$ cat src/rtl/decode_stage.sv
// decode_stage: splits an instruction into op/mode/src/dst/literal and derives branch/store/writeback flags.
// Latency: 1 cycle from accept to out_valid; full throughput when no hazard and out_ready is held high.
// Backpressure: in_ready drops on flush, on a RAW/WAW scoreboard hazard, or when a held output is not consumed.
module decode_stage #(
   parameter int OP_W    = 5,
   parameter int MODE_W  = 2,
   parameter int REG_W   = 5,
   parameter int LIT_W   = 32,
   parameter int INSTR_W = OP_W + MODE_W + 2*REG_W + LIT_W,
   parameter logic [OP_W-1:0]   ST_OP    = 5'h02,
   parameter logic [OP_W-1:0]   BR_OP0   = 5'h10,
   parameter logic [OP_W-1:0]   BR_OP1   = 5'h11,
   parameter logic [OP_W-1:0]   BR_OP2   = 5'h12,
   parameter logic [MODE_W-1:0] REG_MODE = 2'b00
) (
   input  logic               clk,
   input  logic               rst,
   // fetch side
   input  logic               in_valid,
   output logic               in_ready,
   input  logic [INSTR_W-1:0] instruction,
   // execute side
   output logic               out_valid,
   input  logic               out_ready,
   output logic [OP_W-1:0]    op,
   output logic [MODE_W-1:0]  mode,
   output logic [REG_W-1:0]   src,
   output logic [REG_W-1:0]   dst,
   output logic [LIT_W-1:0]   litsrc,
   output logic               branch,
   output logic               store,
   output logic               writeback,
   // control
   input  logic               flush,
   input  logic               wb_valid,
   input  logic [REG_W-1:0]   wb_reg,
   output logic [15:0]        stall_count
);

   localparam int NREG = 2**REG_W;

   // fields of the incoming instruction, MSB first: op, mode, src, dst, literal
   logic [OP_W-1:0]   in_op;
   logic [MODE_W-1:0] in_mode;
   logic [REG_W-1:0]  in_src;
   logic [REG_W-1:0]  in_dst;
   logic [LIT_W-1:0]  in_lit;
   logic              in_branch;
   logic              in_store;
   logic              in_wb;

   // scoreboard: one bit per GPR with a write issued but not yet written back
   logic [NREG-1:0]   pending;
   logic [NREG-1:0]   busy;
   logic [NREG-1:0]   set_mask;
   logic [NREG-1:0]   clr_mask;

   logic              hazard;
   logic              accept;
   logic              issue;

   assign in_op   = instruction[INSTR_W-1 -: OP_W];
   assign in_mode = instruction[INSTR_W-OP_W-1 -: MODE_W];
   assign in_src  = instruction[INSTR_W-OP_W-MODE_W-1 -: REG_W];
   assign in_dst  = instruction[LIT_W+REG_W-1 -: REG_W];
   assign in_lit  = instruction[LIT_W-1:0];

   // classify the incoming opcode; anything that is neither branch nor store writes a GPR
   always_comb begin
      in_branch = 1'b0;
      in_store  = 1'b0;
      in_wb     = 1'b0;
      if (in_op == BR_OP0 || in_op == BR_OP1 || in_op == BR_OP2) begin
         in_branch = 1'b1;
      end
      if (in_op == ST_OP) begin
         in_store = 1'b1;
      end
      in_wb = !in_branch && !in_store;
   end

   // a register is busy if pending, or if the held output instruction is about to write it;
   // only registered state is used, so a writeback in this cycle does not unblock until next cycle
   always_comb begin
      busy = pending;
      if (out_valid && writeback) begin
         busy[dst] = 1'b1;
      end
   end

   // RAW on a register-mode source, WAW on the destination of a writing instruction;
   // branches and stores do not write, so their dst is never checked
   always_comb begin
      hazard = 1'b0;
      if (in_valid) begin
         if (in_mode == REG_MODE && busy[in_src]) begin
            hazard = 1'b1;
         end
         if (in_wb && busy[in_dst]) begin
            hazard = 1'b1;
         end
      end
   end

   assign in_ready = !flush && !hazard && (!out_valid || out_ready);
   assign accept   = in_valid && in_ready;
   // a flushed instruction is dropped, so it never reaches the scoreboard
   assign issue    = out_valid && out_ready && !flush && writeback;

   // scoreboard set/clear masks; set is applied after clear so a same-cycle collision ends set
   always_comb begin
      set_mask = '0;
      clr_mask = '0;
      if (issue) begin
         set_mask[dst] = 1'b1;
      end
      if (wb_valid) begin
         clr_mask[wb_reg] = 1'b1;
      end
   end

   // scoreboard register
   always_ff @(posedge clk or posedge rst) begin
      if (rst) begin
         pending <= '0;
      end else begin
         pending <= (pending & ~clr_mask) | set_mask;
      end
   end

   // output register: load on accept, otherwise drop valid when consumed or flushed;
   // fields keep their last value when valid drops
   always_ff @(posedge clk or posedge rst) begin
      if (rst) begin
         out_valid <= 1'b0;
         op        <= '0;
         mode      <= '0;
         src       <= '0;
         dst       <= '0;
         litsrc    <= '0;
         branch    <= 1'b0;
         store     <= 1'b0;
         writeback <= 1'b0;
      end else if (accept) begin
         out_valid <= 1'b1;
         op        <= in_op;
         mode      <= in_mode;
         src       <= in_src;
         dst       <= in_dst;
         litsrc    <= in_lit;
         branch    <= in_branch;
         store     <= in_store;
         writeback <= in_wb;
      end else if (out_ready || flush) begin
         out_valid <= 1'b0;
      end
   end

   // saturating count of cycles an instruction was held off by a scoreboard hazard
   always_ff @(posedge clk or posedge rst) begin
      if (rst) begin
         stall_count <= '0;
      end else if (in_valid && hazard && !flush && stall_count != 16'hFFFF) begin
         stall_count <= stall_count + 16'd1;
      end
   end

endmodule
$ cat config.mk
export PLATFORM = sky130hd
export DESIGN_NAME = decode_stage
export DESIGN_NICKNAME = d
export VERILOG_FILES = /design/src/rtl/decode_stage.sv
export SDC_FILE = /design/constraint.sdc
export NUM_CORES = 1
export LEC_CHECK = 0
export CORE_ASPECT_RATIO = 1.75
export CORE_UTILIZATION = 35
export CTS_BUF_LIST = sky130_fd_sc_hd__clkbuf_4 sky130_fd_sc_hd__clkbuf_8
export DETAILED_ROUTE_END_ITERATION = 12
export PLACE_DENSITY = 0.67
export SLEW_MARGIN = 25
export SYNTH_ARGS = -nofsm -noshare
export SYNTH_HDL_FRONTEND = slang
export SYNTH_SLANG_ARGS = --single-unit
$ cat constraint.sdc
create_clock -name clk -period 6.6 [get_ports clk]
set_input_delay 1.98 -clock clk [delete_from_list [all_inputs] [get_ports clk]]
set_output_delay 1.98 -clock clk [all_outputs]
set_load 0.02 [all_outputs]
Word level (Yosys, flattened, before mapping)

Cells that the tools add are included.

Register bits after elaboration: 101
Logic and storage cells: 71

Add/sub/neg operators: 1
Magnitude comparators: 6
Equality and inequality tests: 5
Muxes and demuxes: 18
Bitwise gates (word level): 4
Reduce and logical (&&, ||, !) cells: 26

Operators with widths:

| cell                    | number |
|---|---|
| $mux W32                | 3 |
| $or A32 B32 Y32         | 2 |
| $and A32 B32 Y32        | 1 |
| $not A32 Y32            | 1 |
| $lt A5 B6 Y1 const B    | 4 |
| $add A16 B1 Y16 const B | 1 |
| $ne A16 B16 Y1 const B  | 1 |
| $eq A5 B5 Y1 const B    | 3 |
| $logic_and A1 B1 Y1     | 15 |
| $mux W1                 | 11 |
| $bmux W1 S5             | 2 |
| $demux W1 S5            | 2 |
| $ge A5 B1 Y1 const B    | 2 |
| $eq A5 B2 Y1 const B    | 1 |
| $logic_not A1 Y1        | 5 |
| $logic_or A1 B1 Y1      | 4 |
| $logic_not A2 Y1        | 1 |
| $reduce_bool A2 Y1      | 1 |

Logic depth before layout (Yosys ltp)

Gate-level depths: netlist of the first run.

Depth after elaboration: 17
Gate-level depth with buffers: 11
Gate-level depth less buffers: 9

Least setup slack after synthesis of the first run

No wires, ideal clock.

Kind: in2out
Start point: in instruction[32]
End point: out in_ready
Arrival: 3.582 ns
Required time: 4.620 ns
Path slack: 1.038 ns
Stages: 8
Buffers on the path: 1
Cells stage by stage: clkbuf_1 nand2b_1 o221ai_1 a21oi_1 a31oi_1 o21ai_0 a32oi_1 and3_1

Word-level cells in the longest chain between the ends: 8

Ends and longest elaborated chain:

| what                              | RTL line | RTL |
|---|---|---|
| start: declaration                | 21       | `input logic [INSTR_W-1:0] instruction,` |
| $bmux W1 S5                       | 99       | `if (in_wb && busy[in_dst]) begin` |
| $mux W1 (not written as such)     | 99       |  |
| $logic_and A1 B1 Y1               | 99       |  |
| $mux W1                           | 99       |  |
| $mux W1                           | 95       | `if (in_valid) begin` |
| $logic_not A1 Y1                  | 105      | `assign in_ready = !flush && !hazard && (!out_valid \|\| out_ready);` |
| $logic_and A1 B1 Y1 (2 in series) | 105      |  |
| end: declaration                  | 20       | `output logic in_ready,` |

Every way passes these cells. The select of a mux whose other input is x is not followed.

Worst setup path in the final report of the first run

Start point: in instruction[37]
End point: out in_ready

Word-level cells in the longest chain between the ends: 9

Ends and longest elaborated chain:

| what                              | RTL line | RTL |
|---|---|---|
| $bmux W1 S5                       | 96       | `if (in_mode == REG_MODE && busy[in_src]) begin` |
| $mux W1 (not written as such)     | 96       |  |
| $logic_and A1 B1 Y1               | 96       |  |
| $mux W1                           | 96       |  |
| $mux W1                           | 99       |  |
| $mux W1                           | 95       |  |
| $logic_not A1 Y1                  | 105      |  |
| $logic_and A1 B1 Y1 (2 in series) | 105      |  |

Every way passes these cells. The select of a mux whose other input is x is not followed.

==> run metrics, run 1 <==
Max stage delay on crit path=0.55 ns; Slew headroom=0.462; min-delay worst type=register to register; Area Overhead vs Synth=34.5%; Non-Filler Instances=768; worst-path cell chain=clkdlybuf4s50_1 > or2_2 > o32ai_1 > o31ai_1 > a211oi_1 > buf_4 > a21oi_2 > and3_1 > dlymetal6s2s_1; Switching Share=0.350; clk root buf=clkbuf_8; CP Capture Type=output pin; vias in the first global route=4401; type of origin of the critical path=primary input; CP delay by family, top=buffers and inverters; FILL cells=1290; asr flop ratio synth=1.00; Final Cell Area=6720 sq um; pwr dens=274 nW/um^2; outcome=finished, final reports clean; FF-to-FF path depth=11; post-DP HPWL=11500 microns; period utilisation layout=0.937; hold depth=1; Max FO, Critical Path=9; vias per cell=5.75; met1 global-route usage=0.219; Slowest-stage cell, CP=clkdlybuf4s50_1; Nets=647; Cell Area, Placed=6480 sq um; die area=14800 sq um; total number of vias=4415; max-slew violations=0; WL/cell=20.1 microns; pin slew with the least headroom to its limit=0.808 ns; Clk Latency, worst-skew pair=0.39 ns; Setup Crit Path Kind=primary input to output pin; skew final=0.0232 ns; minimum clock period=6.18 ns; total gr overflow=0; CTS resizes=0; core area=13900 sq um; Hold-fix buffers, CTS=0; number of max-cap violations=0; port buffer count=129; die outline width=92.3 microns; CTS Buffer Depth=2; Post-synth EDFFs=0; first-pass GRT wire length=23900 microns; FMAX=0.162 GHz; share of cells above drive strength 1=0.0948; placed cells=751; Int Power=1.19 mW; GR Util All Layers=0.214; die height=160 microns; DRT Pass-1 Iters=5; leak pwr=2.68 nW; part of the power in registers=0.449; largest net degree at the start of global routing=67; required time worst endpoint=4.62 ns; DRT Wirelength=15400 microns; clock tree sinks=101; Seq/Total Area, Yosys=0.506; final hold vios=0; Yosys cell types=57; Synth Instances=455; Util after Layout=0.483; Starting Density=0.359; #FFs+latches synth=101; syn_area_per_cell=11.0 sq um; CTS tree=done; Antenna Nets Post-Route=0; Num CTS Buffers=9; Clk pwr share=0.233; sequential cell area=2530 sq um; logic gate share of total power=0.318; Final Setup Violations=0; Final TNS setup=0 ns; Sw Pwr=644 uW; Peak VDD IR=0.175 mV; unrepaired setup endpoints after global routing=no; clk slew on worst S/H paths=0.11 ns; 1st-iter DRT viols=431; Syn Nets=516; # IOs=130; CTS H-tree depth=3; FP Rows=57; Yosys Warn Count=0; initial antenna violation count=0; most used routing layer in global routing=met2; Post-Syn Area=4990 sq um; postcts setup bufs=0; cell depth of the worst setup path=9; met2 GRT Util=0.384; Final Wtd Congestion=0.940; area of the multi-input gates=2340 sq um; CP Buf/Inv Count=3; Residual DRC=0; met3 GRT Util=0.0367; WP data arrival=4.20 ns; diode count=0; most common flop cell mapped by yosys=dfrtp_1
## sequential cells by signal, summed over array words and instances, names as in the netlist
signal	flops
pending	32
writeback	1
mode	2
stall_count	16
store	1
branch	1
dst	5
litsrc	32
out_valid	1
op	5
src	5
## per-layer routing
metal	part of all wire	wire, microns	vias to the layer above
met5	0	0	-
met4	0.063	976	0
met3	0.053	812	74
met2	0.54	8410	213
met1	0.34	5240	2164
li1	-	-	1964
## layout make-up
type / instances / share of cell area
well taps: 177 / 0.0330
clock buffers: 9 / 0.0184
inverters: 3 / 0.00205
clock inverters: 7 / 0.0138
multi-input cells: 330 / 0.348
flip-flops and latches: 101 / 0.376
repair buffers: 141 / 0.208
## cells by family (layout without fill, tap and decap cells)
logic type / after synthesis / after routing / share of synthesized area
fa+ha+maj: 1 / 1 / 0.00251
buf+inv: 24 / 160 / 0.0263
simple gates: 108 / 108 / 0.132
compound gates: 153 / 153 / 0.181
mux: 53 / 53 / 0.125
flops: 101 / 101 / 0.506
xor+xnor: 15 / 15 / 0.0263
## cells in the final DEF (no fill, tap or decap), types with 3 or more instances in the layout
cell and instances:
and3_1 7, o221ai_1 3, clkbuf_8 9, a22oi_1 11
nand2b_1 7, nand3_1 11, and3b_1 3, a21oi_1 34
mux2_2 6, and4_1 3, nand2_1 17, and2_1 3
nor2_1 12, nor3_1 6, mux2_1 40, clkdlybuf4s50_1 128
a21oi_2 3, nor3b_1 3, nand4_1 6, a211oi_1 5
nor2b_1 5, nand3b_1 8, dfrtp_1 101, o21ai_0 70
o31ai_1 5, or3_1 3, buf_4 11, o22ai_1 8
mux2_4 5, or3b_2 4, xnor2_1 14
## worst paths after layout
| path | start | end | slack (ns) |
|---|---|---|---|
| max in group asynchronous | rst | src[2]$_DFFE_PP0P_ | 3.50 |
| min reg2reg | stall_count[12]$_DFFE_PP0P_ | stall_count[12]$_DFFE_PP0P_ | 0.50 |
| min in group asynchronous | rst | litsrc[6]$_DFFE_PP0P_ | 2.07 |
| max | instruction[37] | in_ready | 0.42 |
| min | stall_count[12]$_DFFE_PP0P_ | stall_count[12]$_DFFE_PP0P_ | 0.50 |
| max reg2reg | dst[2]$_DFFE_PP0P_ | src[3]$_DFFE_PP0P_ | 2.85 |
## synthesized netlist by cell type (all sizes together), types with 2 or more instances
cell type / n / area share
nand3b: 8 / 0.012
or3b: 4 / 0.0070
and4b: 2 / 0.0040
a22oi: 11 / 0.017
nor2b: 5 / 0.0063
nor3b: 3 / 0.0045
a211oi: 5 / 0.0075
o221ai: 3 / 0.0053
and2: 3 / 0.0038
clkbuf: 10 / 0.0075
inv: 3 / 0.0023
or3: 3 / 0.0038
and4: 3 / 0.0053
o21ai: 71 / 0.071
or2: 2 / 0.0025
nand2: 17 / 0.013
nand4: 7 / 0.012
nor2: 12 / 0.0090
o31ai: 5 / 0.0075
nand2b: 7 / 0.0088
dfrtp: 101 / 0.51
nor3: 6 / 0.0060
and3: 7 / 0.0088
o22ai: 8 / 0.010
xnor2: 14 / 0.025
nand4b: 2 / 0.0035
mux2: 51 / 0.12
and3b: 3 / 0.0053
nor4bb: 2 / 0.0040
nand3: 11 / 0.011
a21oi: 37 / 0.039
buf: 11 / 0.017
a31oi: 2 / 0.0025
## through the flow
| step | hold WS (ns) | setup WS (ns) | power (mW) |
|---|---|---|---|
| 2_1_floorplan | 0.470 | 1.04 | 1.12 |
| 3_3_place_gp | 0.464 | 0.114 | 1.41 |
| 3_5_place_dp | 0.481 | 0.0558 | 1.42 |
| 4_1_cts | 0.504 | 0.0345 | 1.85 |
| 5_1_grt | 0.517 | 0.307 | 1.93 |
| 6_report | 0.497 | 0.417 | 1.84 |
## power groups by stage
stage | Clock, mW | Combinational (mW) | Sequential, mW
after detailed placement | 0 | 0.584 | 0.835
final | 0.428 | 0.586 | 0.825
after global placement | 0 | 0.580 | 0.828
after CTS | 0.441 | 0.587 | 0.823
after floorplan | 0 | 0.211 | 0.907
after global routing | 0.468 | 0.621 | 0.840
No activity file was read; power rests on OpenSTA's default activity.
==> inputs of run 2 (changes only) <==
Settings changed: CTS_CLUSTER_SIZE set to 20, SLEW_MARGIN 25 to 20.
==> run metrics, run 2 (same netlist as run 1, synthesis figures left out) <==
1st-iter DRT viols=393 (-8.8%); CTS Buffer Depth=2 (unchanged); number of max-cap violations=0 (unchanged); Util after Layout=0.481 (-0.00144); post-DP HPWL=11500 microns (unchanged); Area Overhead vs Synth=34.1%; die height=160 microns (unchanged); Max FO, Critical Path=9 (unchanged); most common cell after layout, fill and taps aside=clkdlybuf4s50_1; DRT Pass-1 Iters=6 (+1); total chip power=1.84 mW (-0.13%); first-pass GRT wire length=23900 microns (unchanged); WL/cell=20.1 microns (+0.11%); most frequent cells in the layout=128 x clkdlybuf4s50_1, 101 x dfrtp_1, 70 x o21ai_0; unrepaired setup endpoints after global routing=no; DRT Wirelength=15400 microns (about the same); WP data arrival=4.22 ns (+0.02 ns); leak pwr=2.67 nW (-0.38%); diode count=0 (unchanged); largest net degree at the start of global routing=67 (unchanged); Hold-fix buffers, CTS=0 (unchanged); FILL cells=1292 (+0.16%); Slowest-stage cell, CP=clkdlybuf4s50_1; area of the multi-input gates=2340 sq um (unchanged); FMAX=0.161 GHz (-0.30%); CP Capture Type=output pin; Clk Latency, worst-skew pair=0.39 ns (about the same); Num CTS Buffers=9 (unchanged); Final WS setup=0.398 ns (-0.0187 ns); period utilisation layout=0.940 (+0.00283); Starting Density=0.359 (unchanged); required time worst endpoint=4.62 ns (about the same); Peak VDD IR=0.174 mV (-0.20%); vias per cell=5.78 (+0.47%); met2 GRT Util=0.384 (unchanged); core area=13900 sq um (unchanged); vias in the first global route=4401 (unchanged); outcome=finished, final reports clean; min-delay worst type=register to register; minimum clock period=6.20 ns (+0.0187 ns); CTS H-tree depth=3 (unchanged); FP Rows=57 (unchanged); pwr dens=274 nW/um^2 (+0.17%); initial antenna violation count=0 (unchanged); total number of vias=4430 (+0.34%); Max stage delay on crit path=0.55 ns (about the same); final hold vios=0 (unchanged); skew final=0.0215 ns (-0.00165 ns); type of origin of the critical path=primary input; Final Wtd Congestion=0.940 (unchanged); worst-path cell chain=clkdlybuf4s50_1 > or2_2 > o32ai_1 > o31ai_1 > a211oi_1 > buf_4 > a21oi_2 > and3_1 > dlymetal6s2s_1; most used routing layer in global routing=met2; clock tree sinks=101 (unchanged); # IOs=130 (unchanged); Setup Crit Path Kind=primary input to output pin; CP Buf/Inv Count=3 (unchanged); GR Util All Layers=0.214 (unchanged); Final TNS setup=0 ns (unchanged); Antenna Nets Post-Route=0 (unchanged); pin slew with the least headroom to its limit=1.03 ns (+0.225 ns); port buffer count=129 (unchanged); met3 GRT Util=0.0367 (unchanged); postcts setup bufs=0 (unchanged); Largest regs=litsrc (32), pending (32), stall_count (16); total gr overflow=0 (unchanged); met1 global-route usage=0.219 (unchanged); Nets=646 (-0.15%); clk slew on worst S/H paths=0.11 ns (about the same); CTS tree=done; die outline width=92.3 microns (unchanged); die area=14800 sq um (unchanged); CP delay by family, top=buffers and inverters; Residual DRC=0 (unchanged); pre-CTS WS=0.0558 ns (unchanged); sequential cell area=2530 sq um (unchanged); Final Setup Violations=0 (unchanged); clk root buf=clkbuf_8; Slew headroom=0.310 (-0.151); share of cells above drive strength 1=0.0932 (-0.00153); max-slew violations=0 (unchanged)
==> run 2: worst register-to-register path: stages (launching register included) <==
cell and delay, ns:
dfrtp_1 0.73, and3b_1 0.29, a21oi_1 0.37, o32ai_1 0.16, o31ai_1 0.34, a211oi_1 0.16, buf_4 0.16, a21oi_2 0.12
buf_4 0.16, nand4_4 0.78, mux2_1 0.66
==> run 2: final cells by class <==
cell class,count,share of cell area
clock buffer,9,0.0185
multi-input combinational,330,0.349
clock inverter,7,0.0138
tap,177,0.0331
timing repair buffer,140,0.206
sequential,101,0.377
inverter,3,0.00206
==> run 2: path summary, 6_finish.rpt <==
check                                            start                          end  slack (ns)  cells past startpoint
setup / recovery                       instruction[37]                     in_ready        0.40                      9
hold / removal             stall_count[12]$_DFFE_PP0P_  stall_count[12]$_DFFE_PP0P_        0.50                      1
min in group asynchronous                          rst        litsrc[6]$_DFFE_PP0P_        2.06                      2
setup reg to reg                    dst[2]$_DFFE_PP0P_           src[3]$_DFFE_PP0P_        2.57                     10
max in group asynchronous                          rst           src[2]$_DFFE_PP0P_        3.51                      3
hold reg to reg            stall_count[12]$_DFFE_PP0P_  stall_count[12]$_DFFE_PP0P_        0.50                      1
==> run 2: power by group <==
part | total (mW) | leakage, nW | internal (mW) | switching, mW
clock network | 0.427 | 0.103 | 0.185 | 0.242
registers | 0.824 | 1.29 | 0.726 | 0.0979
logic | 0.585 | 1.29 | 0.282 | 0.302
total | 1.84 | 2.67 | 1.19 | 0.643
==> run 2: metal layers <==
layer / share of wire / up-vias
met5: 0 / -
met3: 0.055 / 82
met4: 0.067 / 0
met1: 0.34 / 2160
met2: 0.54 / 225
li1: - / 1963
==> run 2: stage by stage <==
stage / hold slack (ns) / cells / instance area, sq um
global placement: 0.464 / 751 / 6480
CTS: 0.504 / 767 / 6690
floorplan: 0.470 / 455 / 4990
global route: 0.517 / 767 / 6700
detailed placement: 0.481 / 751 / 6480
finish: 0.497 / 767 / 6700
==> run 2: repair_timing <==
action,in CTS,in global routing
hold endpoints to repair,0,0
resized for setup,0,2
endpoints found under the setup margin,0,1
==> inputs of run 3 (changes only) <==
Settings changed: CORE_ASPECT_RATIO 1.75 to 0.7.
==> run metrics, run 3 (same netlist as run 1, synthesis figures left out) <==
outcome=finished, final reports clean; diode count=0 (unchanged); die area=14800 sq um (about the same); clk root buf=clkbuf_8; Max FO, Critical Path=5 (-4); period utilisation layout=0.932 (-0.00797); min-delay worst type=register to register; final hold vios=0 (unchanged); core area=13900 sq um (about the same); Starting Density=0.359 (about the same); port buffer count=129 (unchanged); leak pwr=2.66 nW (-0.58%); type of origin of the critical path=primary input; largest net degree at the start of global routing=59 (-12%); max-slew violations=0 (unchanged); DR top layer=met4; CP delay by family, top=compound AO/OA/AOI/OAI gates; Clk Latency, worst-skew pair=0.37 ns (-0.02 ns); post-DP HPWL=10500 microns (-9.0%); initial antenna violation count=0 (unchanged); first-pass GRT wire length=22700 microns (-5.1%); CP Capture Type=output pin; clock tree sinks=101 (unchanged); Final Wtd Congestion=0.891 (-5.2%); Peak VDD IR=0.190 mV (+9.2%); Final TNS setup=0 ns (unchanged); FMAX=0.163 GHz (+0.86%); 1st-iter DRT viols=341 (-13%); GR Util All Layers=0.203 (-0.0106); Max stage delay on crit path=0.46 ns (-0.09 ns); clk slew on worst S/H paths=0.10 ns (about the same); Slew headroom=0.279 (-0.0313); CTS tree=done; pin slew with the least headroom to its limit=1.08 ns (+0.0490 ns); die height=102 microns (-36%); # IOs=130 (unchanged); met1 WL=6800 microns (+31%); CTS Buffer Depth=2 (unchanged); Antenna Nets Post-Route=0 (unchanged); Final Cell Area=6680 sq um (-0.28%); CP Buf/Inv Count=2 (-1); total gr overflow=0 (unchanged); required time worst endpoint=4.62 ns (about the same); FILL cells=1277 (-1.2%); placed cells=761 (+1.3%); most frequent cells in the layout=128 x clkdlybuf4s50_1, 101 x dfrtp_1, 70 x o21ai_0; Area Overhead vs Synth=33.7%; CTS resizes=0 (unchanged); cell depth of the worst setup path=9 (unchanged); vias in the first global route=4090 (-7.1%); unrepaired setup endpoints after global routing=no; Non-Filler Instances=777 (+1.3%); total number of vias=4334 (-2.2%); pwr dens=272 nW/um^2 (-0.89%); Slowest-stage cell, CP=clkdlybuf4s50_1; WP data arrival=4.17 ns (-0.05 ns); total chip power=1.81 mW (-1.2%); worst-path cell chain=clkdlybuf4s50_1 > nand2b_1 > o221ai_1 > a21oi_1 > a31oi_1 > o21ai_0 > a32oi_1 > and3_1 > dlymetal6s2s_1; Setup Crit Path Kind=primary input to output pin; postcts setup bufs=0 (unchanged); Nets=643 (-0.46%); FF-to-FF path depth=9 (-1); r2r setup slk=2.62 ns (+0.05 ns); FP Rows=36 (-37%); WL/cell=18.8 microns (-6.4%); Residual DRC=0 (unchanged); Final Setup Violations=0 (unchanged); Routed met2 length=6270 microns (-25%); share of cells above drive strength 1=0.0886 (-0.00463); minimum clock period=6.15 ns (-0.0526 ns); die outline width=145 microns (+57%); number of max-cap violations=0 (unchanged); Largest regs=litsrc (32), pending (32), stall_count (16); skew final=0.0103 ns (-0.0112 ns); DRT Wirelength=14600 microns (-5.2%); Final WS setup=0.451 ns (+0.0526 ns); most common cell after layout, fill and taps aside=clkdlybuf4s50_1; vias per cell=5.58 (-3.4%); CTS H-tree depth=3 (unchanged); pre-CTS WS=0.104 ns (+0.0482 ns); DRT Pass-1 Iters=6 (unchanged); Num CTS Buffers=9 (unchanged); Cell Area, Placed=6460 sq um (-0.19%); met3 wire length=1370 microns (+62%); Hold-fix buffers, CTS=0 (unchanged); hold depth=2 (+1)
## run 3: layout make-up
| cell class | instances | area, sq um | area share |
|---|---|---|---|
| Sequential cell | 101 | 2530 | 0.379 |
| Multi-Input combinational cell | 330 | 2340 | 0.350 |
| Timing Repair Buffer | 137 | 1350 | 0.203 |
| Tap cell | 190 | 238 | 0.0356 |
| Clock buffer | 12 | 153 | 0.0229 |
| Clock inverter | 4 | 55.1 | 0.00825 |
| Inverter | 3 | 13.8 | 0.00206 |
## run 3: per-layer routing
layer,global-route usage,up-vias
met5,0,-
met4,0.0559,0
met3,0.0604,15
met2,0.291,219
met1,0.296,2140
li1,-,1960
## run 3: worst paths after layout
check | start | to
hold reg to reg | store$_DFFE_PP0P_ | store$_DFFE_PP0P_
setup / recovery | instruction[32] | in_ready
setup reg to reg | dst[0]$_DFFE_PP0P_ | src[4]$_DFFE_PP0P_
max in group asynchronous | rst | pending[23]$_DFF_PP0_
hold / removal | store$_DFFE_PP0P_ | store$_DFFE_PP0P_
min in group asynchronous | rst | stall_count[11]$_DFFE_PP0P_
## run 3: report_power, final
part	leakage, nW	internal (mW)	switching, mW
sequential	1.29	0.726	0.103
clock	0.104	0.197	0.214
combinational	1.27	0.281	0.294
total	2.66	1.20	0.610
## run 3: worst register-to-register path, delay by kind of cell (launching register included)
family	cells	cell delay, ns
compound gates	5	1.14
mux	1	0.70
buf+inv	1	0.21
simple gates	2	1.22
flops	1	0.60
## run 3: metrics by stage
stage / hold WS, ns / util
2_1_floorplan: 0.470 / -
3_3_place_gp: 0.466 / 0.464
3_5_place_dp: 0.474 / 0.464
4_1_cts: 0.500 / 0.479
5_1_grt: 0.521 / 0.480
6_report: 0.492 / 0.480
